==> config.mk <==
export PLATFORM = sky130hd
export DESIGN_NAME = pixel_cmd_writer
export DESIGN_NICKNAME = d
export VERILOG_FILES = /design/src/rtl/pixel_cmd_writer.sv
export SDC_FILE = /design/constraint.sdc
export NUM_CORES = 1
export LEC_CHECK = 0
export CORE_MARGIN = 1
export CORE_UTILIZATION = 50
export DETAILED_ROUTE_END_ITERATION = 8
export PLACE_DENSITY = 0.79
export SLEW_MARGIN = 20
export SYNTH_ARGS = -nofsm -noshare
export SYNTH_HDL_FRONTEND = slang
export SYNTH_SLANG_ARGS = --single-unit
==> constraint.sdc <==
create_clock -name clk -period 5.4 [get_ports clk]
set_input_delay 1.35 -clock clk [delete_from_list [all_inputs] [get_ports clk]]
set_output_delay 1.35 -clock clk [all_outputs]
set_load 0.02 [all_outputs]
==> src/rtl/pixel_cmd_writer.sv <==
// pixel_cmd_writer: turns start/done drawing commands into frame RAM writes.
// Optional HLINE_CLIP_EN: LINE stops at the end of its starting row.
module pixel_cmd_writer #(
    parameter int IMG_W  = 64,
    parameter int IMG_H  = 64,
    parameter int ADDR_W = 12
) (
    input  logic              clk,
    input  logic              reset_n,
    input  logic              start,
    input  logic [31:0]       dataa,
    input  logic [31:0]       datab,
    output logic [ADDR_W-1:0] wraddress,
    output logic              data,
    output logic              wren,
    output logic [31:0]       result,
    output logic              done,
    output logic              busy
);

    localparam int XW = $clog2(IMG_W);
    localparam int YW = $clog2(IMG_H);
    localparam int CW = ADDR_W + 1;
    localparam logic [CW-1:0] FILL_N = CW'(IMG_W * IMG_H);

    typedef enum logic [2:0] {
        IDLE,
        PIXEL,
        FILL,
        LINE,
        FINISH
    } state_t;

    state_t            state_q, state_d;
    logic [ADDR_W-1:0] addr_q, addr_d;
    logic              data_q, data_d;
    logic              wren_q, wren_d;
    logic [CW-1:0]     cnt_q, cnt_d;
    logic [CW-1:0]     tgt_q, tgt_d;
    logic [31:0]       total_q, total_d;
    logic [31:0]       result_q, result_d;

    logic [XW-1:0]     cmd_x;
    logic [YW-1:0]     cmd_y;
    logic [1:0]        cmd_op;
    logic              cmd_val;
    logic [11:0]       cmd_len;
    logic [ADDR_W-1:0] cmd_addr;
    logic [CW-1:0]     line_n;
    logic              unused_bits;

    assign cmd_x    = dataa[XW-1:0];
    assign cmd_y    = dataa[XW+YW-1:XW];
    assign cmd_op   = datab[1:0];
    assign cmd_val  = datab[2];
    assign cmd_len  = datab[14:3];
    assign cmd_addr = {cmd_y, cmd_x};

    assign unused_bits = ^{dataa[31:ADDR_W], datab[31:15]};

`ifdef HLINE_CLIP_EN
    logic [CW-1:0] row_left;

    // Pixels left in the starting row, including the start column.
    assign row_left = CW'(IMG_W) - CW'(cmd_x);
    assign line_n   = (CW'(cmd_len) < row_left) ? CW'(cmd_len) : row_left;
`else
    assign line_n = CW'(cmd_len);
`endif

    // Command sequencing: each write state emits one RAM write per cycle
    // until the per-command count reaches the latched target.
    always_comb begin
        state_d  = state_q;
        addr_d   = addr_q;
        data_d   = data_q;
        wren_d   = 1'b0;
        cnt_d    = cnt_q;
        tgt_d    = tgt_q;
        total_d  = total_q;
        result_d = result_q;
        unique case (state_q)
            IDLE: begin
                if (start) begin
                    cnt_d  = '0;
                    data_d = cmd_val;
                    unique case (cmd_op)
                        2'd0: begin
                            state_d = PIXEL;
                            addr_d  = cmd_addr;
                            tgt_d   = CW'(1);
                            wren_d  = 1'b1;
                        end
                        2'd1: begin
                            state_d = FILL;
                            addr_d  = '0;
                            tgt_d   = FILL_N;
                            wren_d  = 1'b1;
                        end
                        2'd2: begin
                            if (line_n == '0) begin
                                state_d  = FINISH;
                                result_d = '0;
                            end else begin
                                state_d = LINE;
                                addr_d  = cmd_addr;
                                tgt_d   = line_n;
                                wren_d  = 1'b1;
                            end
                        end
                        default: begin
                            state_d  = FINISH;
                            result_d = total_q;
                        end
                    endcase
                end
            end
            PIXEL, FILL, LINE: begin
                cnt_d   = cnt_q + CW'(1);
                total_d = total_q + 32'd1;
                if (cnt_d == tgt_q) begin
                    state_d  = FINISH;
                    result_d = 32'(cnt_d);
                end else begin
                    addr_d = addr_q + ADDR_W'(1);
                    wren_d = 1'b1;
                end
            end
            FINISH: begin
                state_d = IDLE;
            end
            default: begin
                state_d = IDLE;
            end
        endcase
    end

    // State and registered RAM port; reset drops wren at once.
    always_ff @(posedge clk or negedge reset_n) begin
        if (!reset_n) begin
            state_q  <= IDLE;
            addr_q   <= '0;
            data_q   <= 1'b0;
            wren_q   <= 1'b0;
            cnt_q    <= '0;
            tgt_q    <= '0;
            total_q  <= '0;
            result_q <= '0;
        end else begin
            state_q  <= state_d;
            addr_q   <= addr_d;
            data_q   <= data_d;
            wren_q   <= wren_d;
            cnt_q    <= cnt_d;
            tgt_q    <= tgt_d;
            total_q  <= total_d;
            result_q <= result_d;
        end
    end

    assign wraddress = addr_q;
    assign data      = data_q;
    assign wren      = wren_q;
    assign result    = result_q;
    assign done      = (state_q == FINISH);
    assign busy      = (state_q == PIXEL) || (state_q == FILL) ||
                       (state_q == LINE);

endmodule

==> qor.yml <==
status:
  status: "finished, final reports clean"
timing:
  finalWorstSetupSlack_ns: 1.580
  max_freq_mhz: 261.8
  maxSlewHeadroom: 0.3619
  period_minus_slack_ns: 3.820
  finalCritPeriodShare: 0.7074
  hold_viol_final: 0
  fin_skew_ns: 0.01708
  slew_viol_final: 0
  rsz0062_at_grt: "false"
  finalSetupViolations: 0
  tightest_slew_ns: 0.9572
  fin_tns_setup_ns: 0
logic_synthesis:
  yosysWarnings: 0
  synthDistinctLibCells: 67
  synth_ff_type: "dfrtp_1"
  async_flop_share: 1.000
  syn_area_per_cell_um2: 9.961
  syn_area_um2: 5379
  synth_edf_count: 0
  syn_inst: 540
  yosys_register_bits: 107
  synth_nets: 610
  synth-seq-area-share: 0.4978
global_route:
  grt_pass1_wl_mm: 21.03
  grt_max_degree: 77
  antenna_found_initial: 0
  grt_usage: 0.2328
  grt_pass1_vias: 4287
  overflow: 0
clock_tree:
  clk_root_buffer_cell: "clkbuf_8"
  cts_tree: "built"
  cts_resized: 0
  cts.sinks: 107
  cts_made_buffers: 9
  path_clk_slew_ns: 0.12
  cts_hold_buf: 0
  clockBufferDepth: 2
  clk_latency_ns: 0.38
  h-tree-depth: 3
  postCtsSetupBuffers: 0
critical_path:
  cpPeakStageDelay_ns: 0.69
  path_buf_inv: 0
  path_cells: "ha_1 > nand2_1 > or4_1 > xor3_1 > o311ai_0 > or4_1 > nor2_2 > nor2_1 > a221o_1"
  path_class: "reg2reg"
  cp_max_fo: 10
  cpLargestDelayFamily: "simple AND/OR/NAND/NOR gates"
  critPathLaunchType: "flip-flop"
  cp_common_cell: "or4_1"
  worstPathRequired_ns: 5.66
  crit_path_end_kind: "flip-flop"
  slowest_stage: "or4_1"
  crit_arrival_ns: 4.08
placement:
  dpl.hpwl_mm: 8.645
  dp_slack_ns: 1.411
  dpl_cell_area_um2: 6210
  place.gp.congestion: 0.8670
  port_buffers: 77
cells_and_area:
  drive_gt1_frac: 0.05921
  fin_util: 0.6215
  area_delta_synth_final_pct: 19.82
  diodes: 0
  seqCellArea_um2: 2678
  fin_area_um2: 6445
  fillers: 855
  nNetsFinal: 673
  multi_input_area_um2: 2520
floorplan:
  core_um2: 10370
  start_util: 0.5187
  dieHeight_um: 105.7
  io_pins: 115
  die_width_um: 105.7
  dieArea_um2: 11180
  rows: 37
worst_hold_path:
  hold_class: "reg2reg"
power_and_ir_drop:
  pwr-share-clk: 0.204
  combinationalPowerShare: 0.388
  vdd_ir_drop_max_mv: 0.3227
  seq_power_share: 0.407
  leakage_nw: 2.753
  p_switching_w: 0.001135
  switching_share: 0.4063
  intPower_w: 0.001659
  power_density_nw_per_um2: 433.6
flow_run:
  cap_violations: 0
drt:
  avgViaCountPerCell: 6.030
  finalWirelength_mm: 12.42
  initialDrtViolationCount: 267
  post_drt_wl_per_cell_um: 16.69
  vias: 4486
  drc_errors: 0
  drtPass1Iterations: 5
  ant_nets: 0
==> final timing paths <==
kind	to	cells after the start	from	slack, ns
max in group asynchronous	total_q[21]	2	reset_n	3.30
min	total_q[31]	1	total_q[31]	0.49
max	wraddress[1]	9	cnt_q[0]	1.58
max reg2reg	wraddress[1]	9	cnt_q[0]	1.58
min in group asynchronous	total_q[10]	1	reset_n	1.10
min reg2reg	total_q[31]	1	total_q[31]	0.49
==> power groups by stage <==
stage | clock, W | sequential, W | combinational, W
after floorplan | 0 | 0.00117 | 0.000672
after global placement | 0 | 0.00114 | 0.00104
after detailed placement | 0 | 0.00115 | 0.00108
after CTS | 0.000574 | 0.00113 | 0.00109
after global routing | 0.000606 | 0.00116 | 0.00120
final | 0.000571 | 0.00114 | 0.00108
==> registers in the layout, indices dropped and copies added (netlist names) <==
name,flops
result,32
total_q,32
cnt_q,13
tgt_q,13
wraddress,12
state_q,3
data,1
wren,1
==> layout by cell type, fill, tap and decap left out, types with 13 or more instances in the layout <==
| master | Yosys | routed |
|---|---|---|
| dfrtp_1 | 107 | 107 |
| nand2_1 | 57 | 57 |
| xor2_1 | 14 | 14 |
| a31oi_1 | 13 | 13 |
| o21ai_0 | 31 | 31 |
| nand3_1 | 41 | 41 |
| clkdlybuf4s50_1 | 0 | 76 |
| nor2_1 | 46 | 45 |
| a22o_1 | 23 | 23 |
| xnor2_1 | 35 | 35 |
==> metal layers <==
metal  share of wire  up-vias  wire (µm)  track usage
li1                -     2091          -            -
met1            0.46     2235       5702       0.3317
met2            0.49      142       6031       0.3721
met3           0.044       18        541      0.03030
met4           0.012        0        145      0.06944
met5               0        -          0            0
==> stage by stage <==
stage	total power (W)	instances	hold WS, ns
CTS	0.002794	744	0.4918
detailed placement	0.002227	728	0.4723
finish	0.002794	744	0.4928
global route	0.002965	744	0.5242
floorplan	0.001843	540	0.4458
global placement	0.002184	728	0.4637
==> logic make-up after synthesis <==
| family | after synthesis | synth area share |
|---|---|---|
| adder cells (fa/ha/maj) | 3 | 0.006979 |
| multiplexers | 1 | 0.002093 |
| flip-flops | 107 | 0.4978 |
| AND/OR/NAND/NOR | 212 | 0.1994 |
| XOR/XNOR | 51 | 0.08839 |
| buffers and inverters | 42 | 0.03605 |
| AO/OA/AOI/OAI | 124 | 0.1693 |
==> final cells by class <==
type | instances | area share
timing repair buffer | 81 | 0.1239
clock inverter | 7 | 0.01650
tap | 136 | 0.02640
clock buffer | 9 | 0.01922
multi-input combinational | 391 | 0.3910
sequential | 107 | 0.4155
inverter | 13 | 0.007571
==> synthesized netlist by cell type, types with 2 or more instances <==
master	instances	share of area
dfrtp_1	107	0.50
nand2_1	57	0.040
nor2_1	46	0.032
nand3_1	41	0.038
xnor2_1	35	0.057
o21ai_0	31	0.029
a22o_1	23	0.037
clkbuf_1	15	0.010
xor2_1	14	0.023
a31oi_1	13	0.015
a221o_1	12	0.022
and3_1	12	0.014
inv_1	12	0.0084
nand4_1	9	0.010
buf_2	8	0.0074
nor3_1	8	0.0074
nand2b_1	6	0.0070
o211ai_1	6	0.0084
a21oi_1	5	0.0047
nor4_1	4	0.0047
o31ai_1	4	0.0056
a22oi_1	3	0.0042
and2_1	3	0.0035
buf_6	3	0.0063
ha_1	3	0.0070
o32ai_1	3	0.0049
or3_1	3	0.0035
or4_1	3	0.0042
a31o_1	2	0.0033
and4_1	2	0.0033
buf_1	2	0.0014
nand3b_1	2	0.0028
nand4b_1	2	0.0033
nor2_2	2	0.0023
nor2b_1	2	0.0023
nor3_2	2	0.0037
o2111ai_1	2	0.0033
o21a_1	2	0.0028
o2bb2ai_1	2	0.0033
o311ai_0	2	0.0033
No activity file was read; power rests on OpenSTA's default activity.
